**config.mk**
```make
export PLATFORM = sky130hd
export DESIGN_NAME = pipelined_dot_mac_pe_flat
export DESIGN_NICKNAME = d
export VERILOG_FILES = /design/src/rtl/pipelined_dot_mac_pe_if.sv /design/src/rtl/pipelined_dot_mac_pe.sv /design/src/flat_wrapper.sv
export SDC_FILE = /design/constraint.sdc
export NUM_CORES = 1
export LEC_CHECK = 0
export CORE_ASPECT_RATIO = 0.5
export CORE_MARGIN = 4
export CORE_UTILIZATION = 59
export DETAILED_ROUTE_END_ITERATION = 10
export DONT_BUFFER_PORTS = 1
export PLACE_DENSITY_LB_ADDON = 0.12
export SLEW_MARGIN = 20
export SYNTH_ARGS = -nofsm -noshare
export SYNTH_HDL_FRONTEND = slang
export SYNTH_SLANG_ARGS = --single-unit
```
**constraint.sdc**
```tcl
create_clock -name clk_i -period 4.8 [get_ports clk_i]
set_input_delay 0.48 -clock clk_i [delete_from_list [all_inputs] [get_ports clk_i]]
set_output_delay 0.48 -clock clk_i [all_outputs]
set_load 0.05 [all_outputs]
```
**src/rtl/pipelined_dot_mac_pe_if.sv**
```systemverilog
// pipelined_dot_mac_pe_if: operand, valid and partial-sum bundle for one systolic dot-product PE
interface pipelined_dot_mac_pe_if #(
  parameter int InDataWidth  = 8,
  parameter int OutDataWidth = 32,
  parameter int NumInputs    = 4
);
  logic [NumInputs-1:0][InDataWidth-1:0] a_i, b_i, a_east_o, b_south_o;
  logic a_valid_i, b_valid_i, a_valid_o, b_valid_o, acc_valid_o, ovf_o;
  logic [1:0] acc_mux_sel_i;
  logic [OutDataWidth-1:0] acc_north_i, acc_west_i, acc_east_o, acc_south_o;
  modport master (
    output a_i, b_i, a_valid_i, b_valid_i, acc_mux_sel_i, acc_north_i, acc_west_i,
    input  a_east_o, b_south_o, a_valid_o, b_valid_o, acc_east_o, acc_south_o, acc_valid_o, ovf_o
  );
  modport slave (
    input  a_i, b_i, a_valid_i, b_valid_i, acc_mux_sel_i, acc_north_i, acc_west_i,
    output a_east_o, b_south_o, a_valid_o, b_valid_o, acc_east_o, acc_south_o, acc_valid_o, ovf_o
  );
endinterface

```
**src/rtl/pipelined_dot_mac_pe.sv**
```systemverilog
// pipelined_dot_mac_pe: systolic PE, NumInputs-lane signed dot product into a chained accumulator.
// Define MAC_PE_SATURATE_EN for saturating accumulation with a sticky ovf_o flag.
module pipelined_dot_mac_pe #(
  parameter int InDataWidth   = 8,
  parameter int OutDataWidth  = 32,
  parameter int NumInputs     = 4,
  parameter int MulPipeStages = 1
) (
  input logic clk_i,
  input logic rst_i,
  pipelined_dot_mac_pe_if.slave bus
);
  if (MulPipeStages < 0 || MulPipeStages > 3) begin : g_bad_stages
    $error("MulPipeStages must be 0..3");
  end
  if (OutDataWidth < 2*InDataWidth + $clog2(NumInputs)) begin : g_bad_width
    $error("OutDataWidth too narrow for the dot product");
  end
  logic fire, clr, dv, upd;
  logic [1:0] sel;
  logic signed [OutDataWidth-1:0] dot, dot_p, acc, base, addend, sum, acc_nx;
  assign sel  = bus.acc_mux_sel_i;
  assign fire = bus.a_valid_i & bus.b_valid_i;
  assign clr  = sel == 2'b11;
  always_comb begin : p_dot
    logic signed [2*InDataWidth-1:0] prod;
    dot  = '0;
    prod = '0;
    for (int i = 0; i < NumInputs; i++) begin
      prod = $signed({{InDataWidth{bus.a_i[i][InDataWidth-1]}}, bus.a_i[i]})
           * $signed({{InDataWidth{bus.b_i[i][InDataWidth-1]}}, bus.b_i[i]});
      dot  = dot + OutDataWidth'(prod);
    end
  end
  if (MulPipeStages == 0) begin : g_comb
    assign dot_p = dot;
    assign dv    = fire;
  end else begin : g_pipe
    logic [MulPipeStages-1:0][OutDataWidth-1:0] pd;
    logic [MulPipeStages-1:0] pv;
    // a clear flushes every in-flight beat, including the one firing this edge
    always_ff @(posedge clk_i or posedge rst_i) begin
      if (rst_i) begin
        pd <= '0;
        pv <= '0;
      end else begin
        for (int s = MulPipeStages-1; s > 0; s--) begin
          pd[s] <= pd[s-1];
          pv[s] <= pv[s-1] & ~clr;
        end
        pd[0] <= dot;
        pv[0] <= fire & ~clr;
      end
    end
    assign dot_p = pd[MulPipeStages-1];
    assign dv    = pv[MulPipeStages-1];
  end
  assign base   = sel == 2'b01 ? bus.acc_north_i : sel == 2'b10 ? bus.acc_west_i : acc;
  assign addend = dv ? dot_p : '0;
  assign upd    = dv | (sel != 2'b00);
`ifdef MAC_PE_SATURATE_EN
  logic signed [OutDataWidth:0] wide;
  logic sat, ovf;
  assign wide = {base[OutDataWidth-1], base} + {addend[OutDataWidth-1], addend};
  assign sat  = wide[OutDataWidth] != wide[OutDataWidth-1];
  assign sum  = sat ? {wide[OutDataWidth], {(OutDataWidth-1){~wide[OutDataWidth]}}} : wide[OutDataWidth-1:0];
  always_ff @(posedge clk_i or posedge rst_i) begin
    if (rst_i) ovf <= 1'b0;
    else ovf <= clr ? 1'b0 : ovf | sat;
  end
  assign bus.ovf_o = ovf;
`else
  assign sum       = base + addend;
  assign bus.ovf_o = 1'b0;
`endif
  assign acc_nx = clr ? '0 : upd ? sum : acc;
  always_ff @(posedge clk_i or posedge rst_i) begin
    if (rst_i) begin
      bus.a_east_o    <= '0;
      bus.b_south_o   <= '0;
      bus.a_valid_o   <= 1'b0;
      bus.b_valid_o   <= 1'b0;
      bus.acc_valid_o <= 1'b0;
      acc             <= '0;
    end else begin
      if (bus.a_valid_i) bus.a_east_o <= bus.a_i;
      if (bus.b_valid_i) bus.b_south_o <= bus.b_i;
      bus.a_valid_o   <= bus.a_valid_i;
      bus.b_valid_o   <= bus.b_valid_i;
      bus.acc_valid_o <= upd;
      acc             <= acc_nx;
    end
  end
  assign bus.acc_east_o  = acc;
  assign bus.acc_south_o = acc;
endmodule

```
**src/flat_wrapper.sv**
```systemverilog
// flat-port wrapper written by rule: the top's interface ports become plain ports
module pipelined_dot_mac_pe_flat 
#(
  parameter int InDataWidth   = 8,
  parameter int OutDataWidth  = 32,
  parameter int NumInputs     = 4,
  parameter int MulPipeStages = 1
)
  (clk_i, rst_i, bus_a_i, bus_b_i, bus_a_valid_i, bus_b_valid_i, bus_acc_mux_sel_i, bus_acc_north_i, bus_acc_west_i, bus_a_east_o, bus_b_south_o, bus_a_valid_o, bus_b_valid_o, bus_acc_east_o, bus_acc_south_o, bus_acc_valid_o, bus_ovf_o);
  pipelined_dot_mac_pe_if #(.InDataWidth(InDataWidth), .OutDataWidth(OutDataWidth), .NumInputs(NumInputs)) bus_i ();
  input logic clk_i;
  input logic rst_i;
  input wire logic [$bits(bus_i.a_i)-1:0] bus_a_i;
  input wire logic [$bits(bus_i.b_i)-1:0] bus_b_i;
  input wire logic [$bits(bus_i.a_valid_i)-1:0] bus_a_valid_i;
  input wire logic [$bits(bus_i.b_valid_i)-1:0] bus_b_valid_i;
  input wire logic [$bits(bus_i.acc_mux_sel_i)-1:0] bus_acc_mux_sel_i;
  input wire logic [$bits(bus_i.acc_north_i)-1:0] bus_acc_north_i;
  input wire logic [$bits(bus_i.acc_west_i)-1:0] bus_acc_west_i;
  output wire logic [$bits(bus_i.a_east_o)-1:0] bus_a_east_o;
  output wire logic [$bits(bus_i.b_south_o)-1:0] bus_b_south_o;
  output wire logic [$bits(bus_i.a_valid_o)-1:0] bus_a_valid_o;
  output wire logic [$bits(bus_i.b_valid_o)-1:0] bus_b_valid_o;
  output wire logic [$bits(bus_i.acc_east_o)-1:0] bus_acc_east_o;
  output wire logic [$bits(bus_i.acc_south_o)-1:0] bus_acc_south_o;
  output wire logic [$bits(bus_i.acc_valid_o)-1:0] bus_acc_valid_o;
  output wire logic [$bits(bus_i.ovf_o)-1:0] bus_ovf_o;
  assign bus_i.a_i = bus_a_i;
  assign bus_i.b_i = bus_b_i;
  assign bus_i.a_valid_i = bus_a_valid_i;
  assign bus_i.b_valid_i = bus_b_valid_i;
  assign bus_i.acc_mux_sel_i = bus_acc_mux_sel_i;
  assign bus_i.acc_north_i = bus_acc_north_i;
  assign bus_i.acc_west_i = bus_acc_west_i;
  assign bus_a_east_o = bus_i.a_east_o;
  assign bus_b_south_o = bus_i.b_south_o;
  assign bus_a_valid_o = bus_i.a_valid_o;
  assign bus_b_valid_o = bus_i.b_valid_o;
  assign bus_acc_east_o = bus_i.acc_east_o;
  assign bus_acc_south_o = bus_i.acc_south_o;
  assign bus_acc_valid_o = bus_i.acc_valid_o;
  assign bus_ovf_o = bus_i.ovf_o;
  pipelined_dot_mac_pe #(.InDataWidth(InDataWidth), .OutDataWidth(OutDataWidth), .NumInputs(NumInputs), .MulPipeStages(MulPipeStages)) u_core (.clk_i(clk_i), .rst_i(rst_i), .bus(bus_i));
endmodule
```
# After elaboration in Yosys (flattened, before gate mapping)
# Cells that the tools add are included.
# Widths: inputs -> output; s select.
[classes]
add_sub_neg = 4
n_mul = 4
n_eq_ne = 3
muxes = 5
bitwise = 4
n_reduce_logical = 2
[op_table]
columns = ["operator", "n"]
rows = [
  ["$mux 32", 5],
  ["$mul 8x8->16", 4],
  ["$add 32x16->32", 1],
  ["$add 32x32->32", 1],
  ["$add 17x16->18", 1],
  ["$add 16x16->17", 1],
  ["$eq 2x2->1 const B", 2],
  ["$reduce_bool 2->1", 2],
  ["$and 1x1->1", 2],
  ["$eq 2x1->1 const B", 1],
  ["$not 1->1", 1],
  ["$or 1x1->1", 1],
]
[word_totals]
regBits = 132
input_bits = 134
output_inout_bits = 132
word_cells = 36

# Logic depth before layout (Yosys ltp)
[depth]
depth_word = 6
ltp_mapped = 39
mapped_depth_nobuf = 38

# Worst setup path before layout
# OpenSTA, ideal clock, no wires.
[synth_timing]
path_kind = "in2reg"
startpoint = "input port bus_a_i[15]"
endpoint = "register u_core.g_pipe.pd (netlist bit u_core.dot_p[20])"
setup_time_ns = 0.122
t_arrival_ns = 9.661
required_time_ns = 4.678
slack_ns = -4.983
path_stages = 33
path_buffers = 1
path_cell_list = "clkbuf_1 > and2_1 > inv_1 > fa_1 > fa_1 > inv_1 > fa_1 > fa_1 > fa_1 > fa_1 > inv_1 > fa_1 > inv_1 > ha_1 > nor3_1 > nor2_1 > nand3_1 > nor4bb_1 > xor2_1 > fa_1 > fa_1 > fa_1 > inv_1 > fa_1 > ha_1 > ha_1 > nand2_1 > o21ai_0 > a31oi_1 > a2111oi_4 > o21a_1 > nor2_1 > xnor2_1"
[synth_between]
elab_chain_len = 4
[synth_lines]
columns = ["item", "line", "text"]
rows = [
  ["start, declared", "flat_wrapper.sv:13", "input wire logic [$bits(bus_i.a_i)-1:0] bus_a_i;"],
  ["$mul 8x8->16", "pipelined_dot_mac_pe.sv:31", "* $signed({{InDataWidth{bus.b_i[i][InDataWidth-1]}}, bus.b_i[i]});"],
  ["$add 16x16->17", "pipelined_dot_mac_pe.sv:32", "dot = dot + OutDataWidth'(prod);"],
  ["$add 17x16->18", "pipelined_dot_mac_pe.sv:32", ""],
  ["$add 32x16->32", "pipelined_dot_mac_pe.sv:32", ""],
  ["named net u_core.dot[20]", "pipelined_dot_mac_pe.sv:21", "logic signed [OutDataWidth-1:0] dot, dot_p, acc, base, addend, sum, acc_nx;"],
  ["end signal, assigned by index", "pipelined_dot_mac_pe.sv:48", "pd[s] <= pd[s-1];"],
  ["end, declared", "pipelined_dot_mac_pe.sv:39", "logic [MulPipeStages-1:0][OutDataWidth-1:0] pd;"],
]
# The timed path passes the listed nets, and every way through them passes these cells.
# A chain may end at the register's enable or synchronous reset.

# Final worst setup path
[layout_timing]
startpoint = "input port bus_a_i[2]"
endpoint = "register u_core.g_pipe.pd (netlist bit u_core.dot_p[21])"
# Same word-level chain as after synthesis.

==> impl_metrics.yaml <==
sta:
  period_minus_slack_ns: 8.97
  worstMarginPinSlew_ns: 1.03
  finalClockSkew_ns: 0.0133
  fin_tns_setup_ns: -103.70
  setup_viol: 29
  rsz0062_at_grt: "true"
  postLayoutSetupSlackWorst_ns: -4.17
  hold_viol: 0
  slew_headroom_pct: 31.1
  fin_crit_sh_pct: 187
  maxSlewViolCount: 0
  max_freq_mhz: 112
critical_path:
  critPathLaunchType: "input port"
  slowest_stage: "fa_1"
  arrival_ns: 9.29
  worstPathRequired_ns: 5.12
  slowest_delay_ns: 0.56
  cp_max_fo: 9
  cp_common_cell: "fa_1"
  crit_type: "in -> reg"
  cp-end-kind: "flip-flop"
flow_run:
  maxCapViolCount: 0
global_route:
  grt_max_degree: 92
  grt.overflow.total: 0
  grtUsageTotal_pct: 26.0
  grt_pass1_wl_microns: 74600
  antenna_found_initial: 0
  grt_pass1_vias: 14400
layout:
  syn_to_final_growth_pct: 15.3
  fin_util_pct: 69.6
  final-seq-area_sq_um: 3300
  layout-drive-gt1-share_pct: 21.3
  final_area_sq_um: 22200
  n_antenna_cell: 0
  fillCellCount: 2463
  fin_nets: 2649
  multi_input_area_sq_um: 15200
yosys:
  seq_area_frac_synth_pct: 17.1
  ys_ff_latch: 132
  async_flop_share_pct: 100
  synth_fp_nets: 2581
  ys_warn_count: 0
  syn-instance-count: 1971
  avgSynthCellArea_sq_um: 9.78
  ys_types: 61
  synth-edff-count: 0
  synth-main-ff-cell: "dfrtp_1"
  syn_area_sq_um: 19300
clock_tree:
  worstSkewPairLatency_ns: 0.45
  clockRootBuffer: "clkbuf_16"
  cts.reportedPaths.clkPinSlew_ns: 0.06
  cts_hold_buf: 0
  clockBufferDepth: 2
  clkSinkCount: 132
  tritoncts: "yes"
  cts_buffers: 17
  cts-htree-levels: 4
placement:
  place_ws_ns: -4.80
  dp_hpwl_microns: 35300
  portBuffers: 0
  gp_congestion: 0.866
  placed_area_sq_um: 20600
die:
  dieArea_sq_um: 35800
  placementRows: 46
  die_w_microns: 264
  boundaryPins: 266
  coreArea_sq_um: 31900
  die-height_microns: 136
  start_util_pct: 60.3
detailed_routing:
  first_pass_iters: 5
  drt_iter0_markers: 698
  vias_per_cell: 5.42
  final_antenna_net_count: 0
  wl_microns: 44800
  drc: 0
  vias: 13500
  wl_per_cell_microns: 18.0
status:
  status: "finished with violations"
  failed_checks: "setup timing"
worst_hold_path:
  hold_class: "in -> async"
-- cell usage after synthesis (5+ instances only) --
master,count,area [sq um]
mux2i_1,27,270
nand3_1,12,60.1
ha_1,153,1910
a21oi_1,66,330
a21o_1,20,150
nor2_1,54,203
o31ai_1,14,105
nand2b_1,25,156
a31oi_1,7,43.8
buf_4,33,248
and3_1,7,43.8
xnor2_1,36,315
a31o_2,5,43.8
clkbuf_1,52,195
mux2_2,65,732
nand2_1,158,593
buf_2,5,25.0
inv_1,379,1420
dfrtp_1,132,3300
o21a_1,5,37.5
xor2_1,31,272
nor3_1,15,75.1
o22ai_1,7,43.8
o21ai_1,13,65.1
o21ai_0,43,215
a211oi_1,29,218
nor2b_1,38,238
fa_1,323,6470
and2_1,162,1010
-- final timing paths --
kind                                                       startpoint                               endpoint  slack (ns)  cells after the start
worst min register to register  u_core.bus.acc_east_o[13]$_DFFE_PP0P_  u_core.bus.acc_east_o[13]$_DFFE_PP0P_        0.48                      2
max in group asynchronous                                       rst_i   u_core.bus.b_south_o[20]$_DFFE_PP0P_        3.62                      2
worst max-delay path                                       bus_a_i[2]             u_core.dot_p[21]$_DFF_PP0_       -4.17                     37
worst min-delay path                                            rst_i         u_core.bus.a_valid_o$_DFF_PP0_        0.04                      1
worst max register to register   u_core.bus.acc_east_o[8]$_DFFE_PP0P_  u_core.bus.acc_east_o[25]$_DFFE_PP0P_        1.07                     12
min in group clk_i                                      bus_b_valid_i         u_core.bus.b_valid_o$_DFF_PP0_        0.05                      0
-- critical path, delay by kind of cell --
| family | cells | cell delay (ns) |
|---|---|---|
| buf+inv | 8 | 0.39 |
| xor+xnor | 2 | 0.31 |
| fa+ha+maj | 14 | 6.17 |
| simple gates | 4 | 0.49 |
| compound gates | 9 | 1.46 |
-- area by class of cell --
cell class / count / area share [%]
multi-input cells: 1368 / 68.5
flip-flops and latches: 132 / 14.9
inverters: 379 / 6.44
repair buffers: 141 / 5.07
well taps: 432 / 2.43
clock buffers: 21 / 2.07
clock inverters: 11 / 0.636
-- cell families after synthesis --
group | count (synthesis) | share of synthesized area (%)
and+or+nand+nor | 488 | 13.0
adders and majority gates | 476 | 43.5
buffers and inverters | 472 | 9.87
AOI/OAI and AO/OA | 243 | 8.28
DFF | 132 | 17.1
muxes | 92 | 5.20
xor gates and xnor gates | 67 | 3.04
other | 1 | 0.0195
-- sequential cells by signal (all words and copies together) (netlist names) --
register                cells
u_core.bus.a_east_o        32
u_core.bus.a_valid_o        1
u_core.bus.acc_east_o      32
u_core.bus.acc_valid_o      1
u_core.bus.b_south_o       32
u_core.bus.b_valid_o        1
u_core.dot_p               32
u_core.dv                   1
-- metal layers --
layer | track usage, % | up-vias | wire length, microns | share of wire (%)
li1 | - | 6284 | - | -
met1 | 35.8 | 6778 | 19800 | 44
met2 | 44.1 | 333 | 21900 | 49
met3 | 4.58 | 57 | 2240 | 5.0
met4 | 5.63 | 0 | 775 | 1.7
met5 | 0 | - | 0 | 0
-- stage by stage --
| step | hold WS [ns] | std cells |
|---|---|---|
| floorplan | 0.511 | 1971 |
| global placement | 0.461 | 2431 |
| detailed placement | 0.471 | 2431 |
| CTS | 0.0344 | 2474 |
| global route | 0.0325 | 2484 |
| finish | 0.0358 | 2484 |
-- layout by cell type, fill, tap and decap left out, drive strengths merged, types with 2 or more instances in the layout --
cell    instances
clkbuf         21
nor2b          38
o211ai          5
ha            153
nand3          12
a211o           3
nand2b         25
o31ai          14
a22o            2
mux2i          27
nand2         158
mux2           65
a21o           21
dfrtp         132
a21oi          70
xor2           31
a211oi         30
o21a            5
xnor2          36
bufinv          2
inv           383
o22ai           7
or3             4
fa            323
or2             2
buf           141
clkinv          5
and2          162
nor2           54
o21bai          4
a221oi          2
and3            7
a31o            5
a31oi           8
nor4            2
nor3           16
a32o            2
o21ai          57
nand4           4
-- timing repair --
action | CTS | global route
resized for setup | 71 | 98
endpoints found under the setup margin | 29 | 29
cloned | 1 | 0
buffers inserted | 11 | 11
pin swaps | 80 | 49
Power is not shown: default switching activity piles up to over one toggle a cycle in this logic, so the estimate is an artifact.
